==> config.mk <==
export PLATFORM = sky130hd
export DESIGN_NAME = bot_frame_latch_flat
export DESIGN_NICKNAME = d
export VERILOG_FILES = /design/src/rtl/bot_frame_latch_if.sv /design/src/rtl/bot_frame_latch.sv /design/src/flat_wrapper.sv
export SDC_FILE = /design/constraint.sdc
export NUM_CORES = 1
export LEC_CHECK = 0
export ABC_AREA = 1
export CAP_MARGIN = 20
export CORE_MARGIN = 8
export CORE_UTILIZATION = 49
export DETAILED_ROUTE_END_ITERATION = 8
export PLACE_DENSITY = 0.81
export SYNTH_ARGS = -nofsm -noshare
export SYNTH_HDL_FRONTEND = slang
export SYNTH_SLANG_ARGS = --single-unit
==> constraint.sdc <==
create_clock -name clk -period 6.95 [get_ports clk]
set_clock_uncertainty 0.05 [all_clocks]
set_input_delay 1.39 -clock clk [delete_from_list [all_inputs] [get_ports clk]]
set_output_delay 1.39 -clock clk [all_outputs]
set_load 0.02 [all_outputs]
==> src/rtl/bot_frame_latch_if.sv <==
// Bundle between the Rojobot register outputs, the frame latch and its consumers
// (icon generator and CPU interrupt logic).
interface bot_frame_latch_if #(
  parameter int unsigned CNT_W = 8
);
  logic             upd_sysregs;
  logic [31:0]      LocX_in;
  logic [31:0]      LocY_in;
  logic [7:0]       BotInfo_in;
  logic             frame_start;
  logic             IO_INT_ACK;
  logic [31:0]      LocX_reg;
  logic [31:0]      LocY_reg;
  logic [7:0]       BotInfo_reg;
  logic             IO_BotUpdt_Sync;
  logic             pending;
  logic [CNT_W-1:0] overrun_cnt;

  // Master drives the update/timing/ack side and observes the committed state.
  modport master (
    output upd_sysregs, LocX_in, LocY_in, BotInfo_in, frame_start, IO_INT_ACK,
    input  LocX_reg, LocY_reg, BotInfo_reg, IO_BotUpdt_Sync, pending, overrun_cnt
  );

  modport slave (
    input  upd_sysregs, LocX_in, LocY_in, BotInfo_in, frame_start, IO_INT_ACK,
    output LocX_reg, LocY_reg, BotInfo_reg, IO_BotUpdt_Sync, pending, overrun_cnt
  );
endinterface

==> src/rtl/bot_frame_latch.sv <==
// Frame-synchronous latch: shadows Rojobot updates and commits them to the icon-facing
// registers only on frame_start, raising a sticky update interrupt on each commit.
module bot_frame_latch #(
  parameter int unsigned MAX_COORD = 127,
  parameter int unsigned CNT_W     = 8
) (
  input logic              clk,
  input logic              reset,
  bot_frame_latch_if.slave bus
);

  localparam logic [31:0] MaxCoord = 32'(MAX_COORD);

  typedef enum logic {StIdle, StPending} state_e;

  state_e           state_q;
  logic [31:0]      shadow_x_q;
  logic [31:0]      shadow_y_q;
  logic [7:0]       shadow_info_q;
  logic [31:0]      loc_x_q;
  logic [31:0]      loc_y_q;
  logic [7:0]       info_q;
  logic             irq_q;
  logic [CNT_W-1:0] ovr_q;

  function automatic logic [31:0] sat(input logic [31:0] v);
    return (v > MaxCoord) ? MaxCoord : v;
  endfunction

  logic commit;
  assign commit = bus.frame_start && (bus.upd_sysregs || (state_q == StPending));

  always_ff @(posedge clk or posedge reset) begin
    if (reset) begin
      state_q       <= StIdle;
      shadow_x_q    <= '0;
      shadow_y_q    <= '0;
      shadow_info_q <= '0;
      loc_x_q       <= '0;
      loc_y_q       <= '0;
      info_q        <= '0;
      irq_q         <= 1'b0;
      ovr_q         <= '0;
    end else begin
      unique case (state_q)
        StIdle: begin
          if (bus.upd_sysregs && bus.frame_start) begin
            loc_x_q <= sat(bus.LocX_in);
            loc_y_q <= sat(bus.LocY_in);
            info_q  <= bus.BotInfo_in;
          end else if (bus.upd_sysregs) begin
            shadow_x_q    <= sat(bus.LocX_in);
            shadow_y_q    <= sat(bus.LocY_in);
            shadow_info_q <= bus.BotInfo_in;
            state_q       <= StPending;
          end
        end
        StPending: begin
          // Any update arriving here discards older shadow data, bypass included.
          if (bus.upd_sysregs && (ovr_q != '1)) begin
            ovr_q <= ovr_q + 1'b1;
          end
          if (bus.upd_sysregs && bus.frame_start) begin
            loc_x_q <= sat(bus.LocX_in);
            loc_y_q <= sat(bus.LocY_in);
            info_q  <= bus.BotInfo_in;
            state_q <= StIdle;
          end else if (bus.upd_sysregs) begin
            shadow_x_q    <= sat(bus.LocX_in);
            shadow_y_q    <= sat(bus.LocY_in);
            shadow_info_q <= bus.BotInfo_in;
          end else if (bus.frame_start) begin
            loc_x_q <= shadow_x_q;
            loc_y_q <= shadow_y_q;
            info_q  <= shadow_info_q;
            state_q <= StIdle;
          end
        end
        default: state_q <= StIdle;
      endcase

      // Commit beats acknowledge when both land in the same cycle.
      if (commit) begin
        irq_q <= 1'b1;
      end else if (bus.IO_INT_ACK) begin
        irq_q <= 1'b0;
      end
    end
  end

  assign bus.LocX_reg        = loc_x_q;
  assign bus.LocY_reg        = loc_y_q;
  assign bus.BotInfo_reg     = info_q;
  assign bus.IO_BotUpdt_Sync = irq_q;
  assign bus.pending         = (state_q == StPending);
  assign bus.overrun_cnt     = ovr_q;

endmodule

==> src/flat_wrapper.sv <==
// flat-port wrapper written by rule: the top's interface ports become plain ports
module bot_frame_latch_flat 
#(
  parameter int unsigned MAX_COORD = 127,
  parameter int unsigned CNT_W     = 8
)
  (clk, reset, bus_upd_sysregs, bus_LocX_in, bus_LocY_in, bus_BotInfo_in, bus_frame_start, bus_IO_INT_ACK, bus_LocX_reg, bus_LocY_reg, bus_BotInfo_reg, bus_IO_BotUpdt_Sync, bus_pending, bus_overrun_cnt);
  bot_frame_latch_if #(.CNT_W(CNT_W)) bus_i ();
  input logic clk;
  input logic reset;
  input wire logic [$bits(bus_i.upd_sysregs)-1:0] bus_upd_sysregs;
  input wire logic [$bits(bus_i.LocX_in)-1:0] bus_LocX_in;
  input wire logic [$bits(bus_i.LocY_in)-1:0] bus_LocY_in;
  input wire logic [$bits(bus_i.BotInfo_in)-1:0] bus_BotInfo_in;
  input wire logic [$bits(bus_i.frame_start)-1:0] bus_frame_start;
  input wire logic [$bits(bus_i.IO_INT_ACK)-1:0] bus_IO_INT_ACK;
  output wire logic [$bits(bus_i.LocX_reg)-1:0] bus_LocX_reg;
  output wire logic [$bits(bus_i.LocY_reg)-1:0] bus_LocY_reg;
  output wire logic [$bits(bus_i.BotInfo_reg)-1:0] bus_BotInfo_reg;
  output wire logic [$bits(bus_i.IO_BotUpdt_Sync)-1:0] bus_IO_BotUpdt_Sync;
  output wire logic [$bits(bus_i.pending)-1:0] bus_pending;
  output wire logic [$bits(bus_i.overrun_cnt)-1:0] bus_overrun_cnt;
  assign bus_i.upd_sysregs = bus_upd_sysregs;
  assign bus_i.LocX_in = bus_LocX_in;
  assign bus_i.LocY_in = bus_LocY_in;
  assign bus_i.BotInfo_in = bus_BotInfo_in;
  assign bus_i.frame_start = bus_frame_start;
  assign bus_i.IO_INT_ACK = bus_IO_INT_ACK;
  assign bus_LocX_reg = bus_i.LocX_reg;
  assign bus_LocY_reg = bus_i.LocY_reg;
  assign bus_BotInfo_reg = bus_i.BotInfo_reg;
  assign bus_IO_BotUpdt_Sync = bus_i.IO_BotUpdt_Sync;
  assign bus_pending = bus_i.pending;
  assign bus_overrun_cnt = bus_i.overrun_cnt;
  bot_frame_latch #(.MAX_COORD(MAX_COORD), .CNT_W(CNT_W)) u_core (.clk(clk), .reset(reset), .bus(bus_i));
endmodule
==> metrics.txt, run 1 <==
row cnt 40; Int Pwr 1.55 mW; Num CTS Buffers 17; final hold slack 0.435 ns; WL met1 6130 µm; Initial Util 50.6%; CTS tree yes; CTS Hold Bufs 0; Seq pwr share 47.0%; vias in the first global route 5,108; Cell Area, Synth 6100 µm²; Sw Pwr 535 µW; Cell Area, Placed 7820 µm²; Clock Sinks 154; Routed WL 15,000 µm; Synth Register Bits 154; share of total power in combinational logic 13.1%; fin crit share 45.4%; Final Setup Violations 0; clock network fraction of total power 40.0%; initial antenna violation count 0; Pre-antenna DRT Iters 5; VDD IR-drop max 163 µV; met3 routed WL 1090 µm; RD Place Congestion 0.774; synth unique cells 29; nature of the critical path startpoint primary input; CP endpoint kind flip-flop; dpl hpwl 10,400 µm; Final min period 3.16 ns; DIE HEIGHT 128 µm; Port Buf Inserts 158; die area 16,300 µm²; most frequent cell after synthesis nand2_1; Post-CTS Resized 0; yosys synthesis warning count 0; Util after Layout 69.4%; Worst-Margin Slew 0.859 ns; number of fill cells 883; DR DRC count 0; main flop type after synthesis dfrtp_1; fmax 317 MHz; Syn Nets 735; Final Power 2.08 mW; Worst Path Required 7.18 ns; gr usage total 18.7%; later-pin clock latency in the skew report 0.40 ns; pwr dens 249 nW/µm²; first-pass GRT wire length 24,400 µm; clock buffer depth 2; Commonest cells post-synth nand2_1 (183), dfrtp_1 (154), inv_1 (95); WS Path Type primary input to flip-flop; Vias/cell 4.93; status finished clean; met2 WL 7530 µm; pin count of the biggest net entering global routing 103; worst min-delay path class flip-flop to flip-flop; switching fraction of total power 25.7%; pre-CTS setup slack 3.37 ns; Synth async-reset ratio 100%; Post-synth EDFFs 0; register area share after synthesis 63.2%; clock slew at reported path FFs 0.06 ns; Via Count 4,909; cell count after synthesis 657; Area Growth Syn to Fin 37.1%; Pins Over Slew Limit 0; antenna-violating nets left 0; Core Box Area 12,100 µm²; H-tree levels 4; Yosys top cell area share 63.2%; Setup Buffers After CTS 0; Worst Path Max Fanout 64; RSZ-0062 raised after global routing no; placed cell count 963; Die Wd 128 µm; Mapped Avg Cell Area 9.29 µm²; ranking of synthesized cells by area dfrtp_1 (63%), nand2_1 (11%), inv_1 (5.8%); Rel. slew slack 42.7%; total congestion overflow 0; # IOs 159; post-route setup slack 3.79 ns; layout cell share with drive strength beyond 1 7.38%; Wirelength per Cell 15.0 µm; Max Used Layer met4; fin cells 995; Lkg Pwr 3.85 nW; Clk Tree Root Cell clkbuf_16; setup TNS 0 ns; Starting DRT DRC Count 433; final net count 892; number of max-cap violations 0; cell area after layout 8370 µm²; n_diodes 0; CP arrival 3.39 ns; area leader, netlist dfrtp_1; Fin. Hold Viols 0
## final timing paths
path	slack [ns]	from	cells after the start	to
worst min-delay path	0.43	u_core.bus.LocY_reg[9]	2	u_core.bus.LocY_reg[9]
worst max register to register	5.09	u_core.bus.pending	6	u_core.bus.LocX_reg[6]
worst max-delay path	3.79	bus_upd_sysregs	7	u_core.shadow_info_q[2]
worst min register to register	0.43	u_core.bus.LocY_reg[9]	2	u_core.bus.LocY_reg[9]
max in group asynchronous	4.13	reset	3	u_core.bus.LocX_reg[16]
min in group asynchronous	1.53	reset	2	u_core.bus.LocY_reg[20]
## critical path, stage by stage
cell and delay [ns]:
clkdlybuf4s50_1 0.53, inv_2 0.09, nor2_4 0.24, buf_4 0.58, inv_2 0.34, nand2_1 0.15
o21ai_1 0.07
## power groups by stage
stage	combinational (mW)	sequential [mW]	clock (mW)
global route	0.297	0.983	0.885
detailed placement	0.275	0.994	0
finish	0.272	0.978	0.832
global placement	0.265	0.991	0
CTS	0.276	0.977	0.851
floorplan	0.107	1.02	0
## per-layer routing
metal / global-route usage, % / vias to the layer above
met5: 0 / -
met4: 6.57 / 0
met3: 5.95 / 19
met2: 31.3 / 154
met1: 22.3 / 2409
li1: - / 2327
## cells in the final DEF (no fill, tap or decap), drive strengths merged, types with 4 or more instances in the layout
cell type	count
a22oi	14
clkbuf	19
clkdlybuf4s50	158
clkinv	7
clkinvlp	4
dfrtp	154
inv	103
nand2	186
nand3	20
nor2	78
o211ai	8
o21ai	61
xnor2	4
## logic make-up after synthesis
| logic type | share of synthesized area (%) |
|---|---|
| XOR/XNOR | 0.718 |
| buffers and inverters | 8.06 |
| AND/OR/NAND/NOR | 18.9 |
| AO/OA/AOI/OAI | 8.96 |
| flip-flops | 63.2 |
| adder cells (fa/ha/maj) | 0.205 |
## cell type report
class,count,area [µm²],share of cell area [%]
inverters,101,389,4.65
clock inverters,13,93.8,1.12
flip-flops and latches,154,3850,46.1
well taps,168,210,2.51
multi-input cells,379,1760,21.1
repair buffers,161,1600,19.2
clock buffers,19,453,5.41
(Power assumes the default switching activity.)
==> inputs of run 2 (changes only) <==
- CORE_UTILIZATION: 49 -> 44
- PLACE_DENSITY: 0.81 -> 0.77
- clock period: 6.95 -> 2.9 ns (I/O delays scaled with it)
==> metrics.txt, run 2 (synthesis results as in run 1) <==
status finished clean; setup TNS 0 ns (unchanged); crit path cell chain clkdlybuf4s50_1; # IOs 159 (unchanged); WS Path Type flip-flop to output pin; placed cell count 982 (+2.0%); Final Setup Violations 0 (unchanged); Pins Over Slew Limit 0 (unchanged); Slowest-stage cell, CP clkdlybuf4s50_1; die area 17,900 µm² (+9.9%); H-tree levels 4 (unchanged); Worst Path Max Fanout 5 (-92%); Vias/cell 4.58 (-7.3%); CTS Hold Bufs 0 (unchanged); Setup Buffers After CTS 0 (unchanged); RD Place Congestion 0.754 (-2.6%); gr usage total 15.6% (-3.1 points); Starting DRT DRC Count 228 (-47%); final hold slack 0.433 ns (-0.00186 ns); Reg2Reg Depth 6 (unchanged); most common cell after layout, fill and taps aside nand2_1; clock slew at reported path FFs 0.06 ns (about the same); clock buffer depth 2 (unchanged); first-pass GRT wire length 22,600 µm (-7.7%); Initial Util 44.5% (-6.1 points); Routed WL 13,600 µm (-9.1%); Clk Tree Root Cell clkbuf_16; Post-CTS Resized 0 (unchanged); RSZ-0062 raised after global routing no; final net count 899 (+0.78%); Wirelength per Cell 13.4 µm (-11%); total congestion overflow 0 (unchanged); worst min-delay path class flip-flop to flip-flop; Num CTS Buffers 17 (unchanged); VDD IR-drop max 373 µV (+130%); antenna-violating nets left 0 (unchanged); DIE HEIGHT 134 µm (+4.8%); critical path buffer and inverter count 1 (-3); Pre-antenna DRT Iters 4 (-1); Lkg Pwr 3.89 nW (+1.0%); Die Wd 134 µm (+4.8%); Levels on crit path 1 (-6); nature of the critical path startpoint flip-flop; fmax 473 MHz; Area Growth Syn to Fin 38.7%; fin cells 1,014 (+1.9%); WHS Path Cells 2 (unchanged); Worst Path Required 2.27 ns (-4.91 ns); row cnt 43 (+7.5%); Final min period 2.11 ns; pin count of the biggest net entering global routing 66 (-36%); family with the most delay on the worst path buffers and inverters; Fin. Hold Viols 0 (unchanged); fin crit share 72.8%; CP endpoint kind output pin; initial antenna violation count 0 (unchanged); Util after Layout 61.7% (-7.7 points); pwr dens 602 nW/µm² (+140%); CTS tree yes; DR DRC count 0 (unchanged); commonest cells after routing, fill and taps aside nand2_1 (183), clkdlybuf4s50_1 (158), dfrtp_1 (154); layout cell share with drive strength beyond 1 8.03% (+0.66 points); Core Box Area 13,700 µm² (+14%); n_diodes 0 (unchanged); number of max-cap violations 0 (unchanged); later-pin clock latency in the skew report 0.41 ns (about the same); CP peak stage delay 0.64 ns (+0.06 ns); Rel. slew slack 65.3% (+23 points); Via Count 4,640 (-5.5%); dpl hpwl 9650 µm (-6.8%); Clock Sinks 154 (unchanged); vias in the first global route 4,613 (-9.7%); CP arrival 1.48 ns (-1.91 ns); Worst-Margin Slew 0.520 ns (-0.339 ns); Port Buf Inserts 158 (unchanged)
-- run 2: final timing paths --
kind	startpoint	endpoint	slack, ns
setup / recovery	u_core.bus.overrun_cnt[6]	bus_overrun_cnt[6]	0.79
hold / removal	u_core.bus.LocX_reg[31]	u_core.bus.LocX_reg[31]	0.43
setup reg to reg	u_core.bus.pending	u_core.bus.BotInfo_reg[0]	1.27
hold reg to reg	u_core.bus.LocX_reg[31]	u_core.bus.LocX_reg[31]	0.43
max in group asynchronous	reset	u_core.shadow_y_q[14]	1.58
min in group asynchronous	reset	u_core.shadow_x_q[18]	0.51
-- run 2: final cells by class --
class / count / area, µm²
Sequential cell: 154 / 3850
Inverter: 101 / 388
Timing Repair Buffer: 168 / 1670
Clock inverter: 14 / 138
Fill cell: 1158 / 5260
Multi-Input combinational cell: 379 / 1760
Tap cell: 180 / 225
Clock buffer: 18 / 429
-- run 2: routing by layer --
metal  GRT usage (%)  wire length (µm)
met2            25.4              6770
met3            5.53               930
met5               0                 0
met4            5.12               145
met1            19.0              5770
-- run 2: through the flow --
stage          worst slack (ns)  cell area, µm²  power (mW)
3_5_place_dp              0.388            7900        3.04
5_1_grt                   0.663            8460        5.31
4_1_cts                   0.768            8460        5.14
2_1_floorplan             0.325            6110        2.71
3_3_place_gp              0.422            7900        3.03
6_report                  0.788            8460        5.10
-- run 2: report_power, final --
| group | switching [mW] | internal, mW |
|---|---|---|
| Sequential | 0.0837 | 2.26 |
| Combinational | 0.339 | 0.317 |
| Clock | 0.903 | 1.20 |
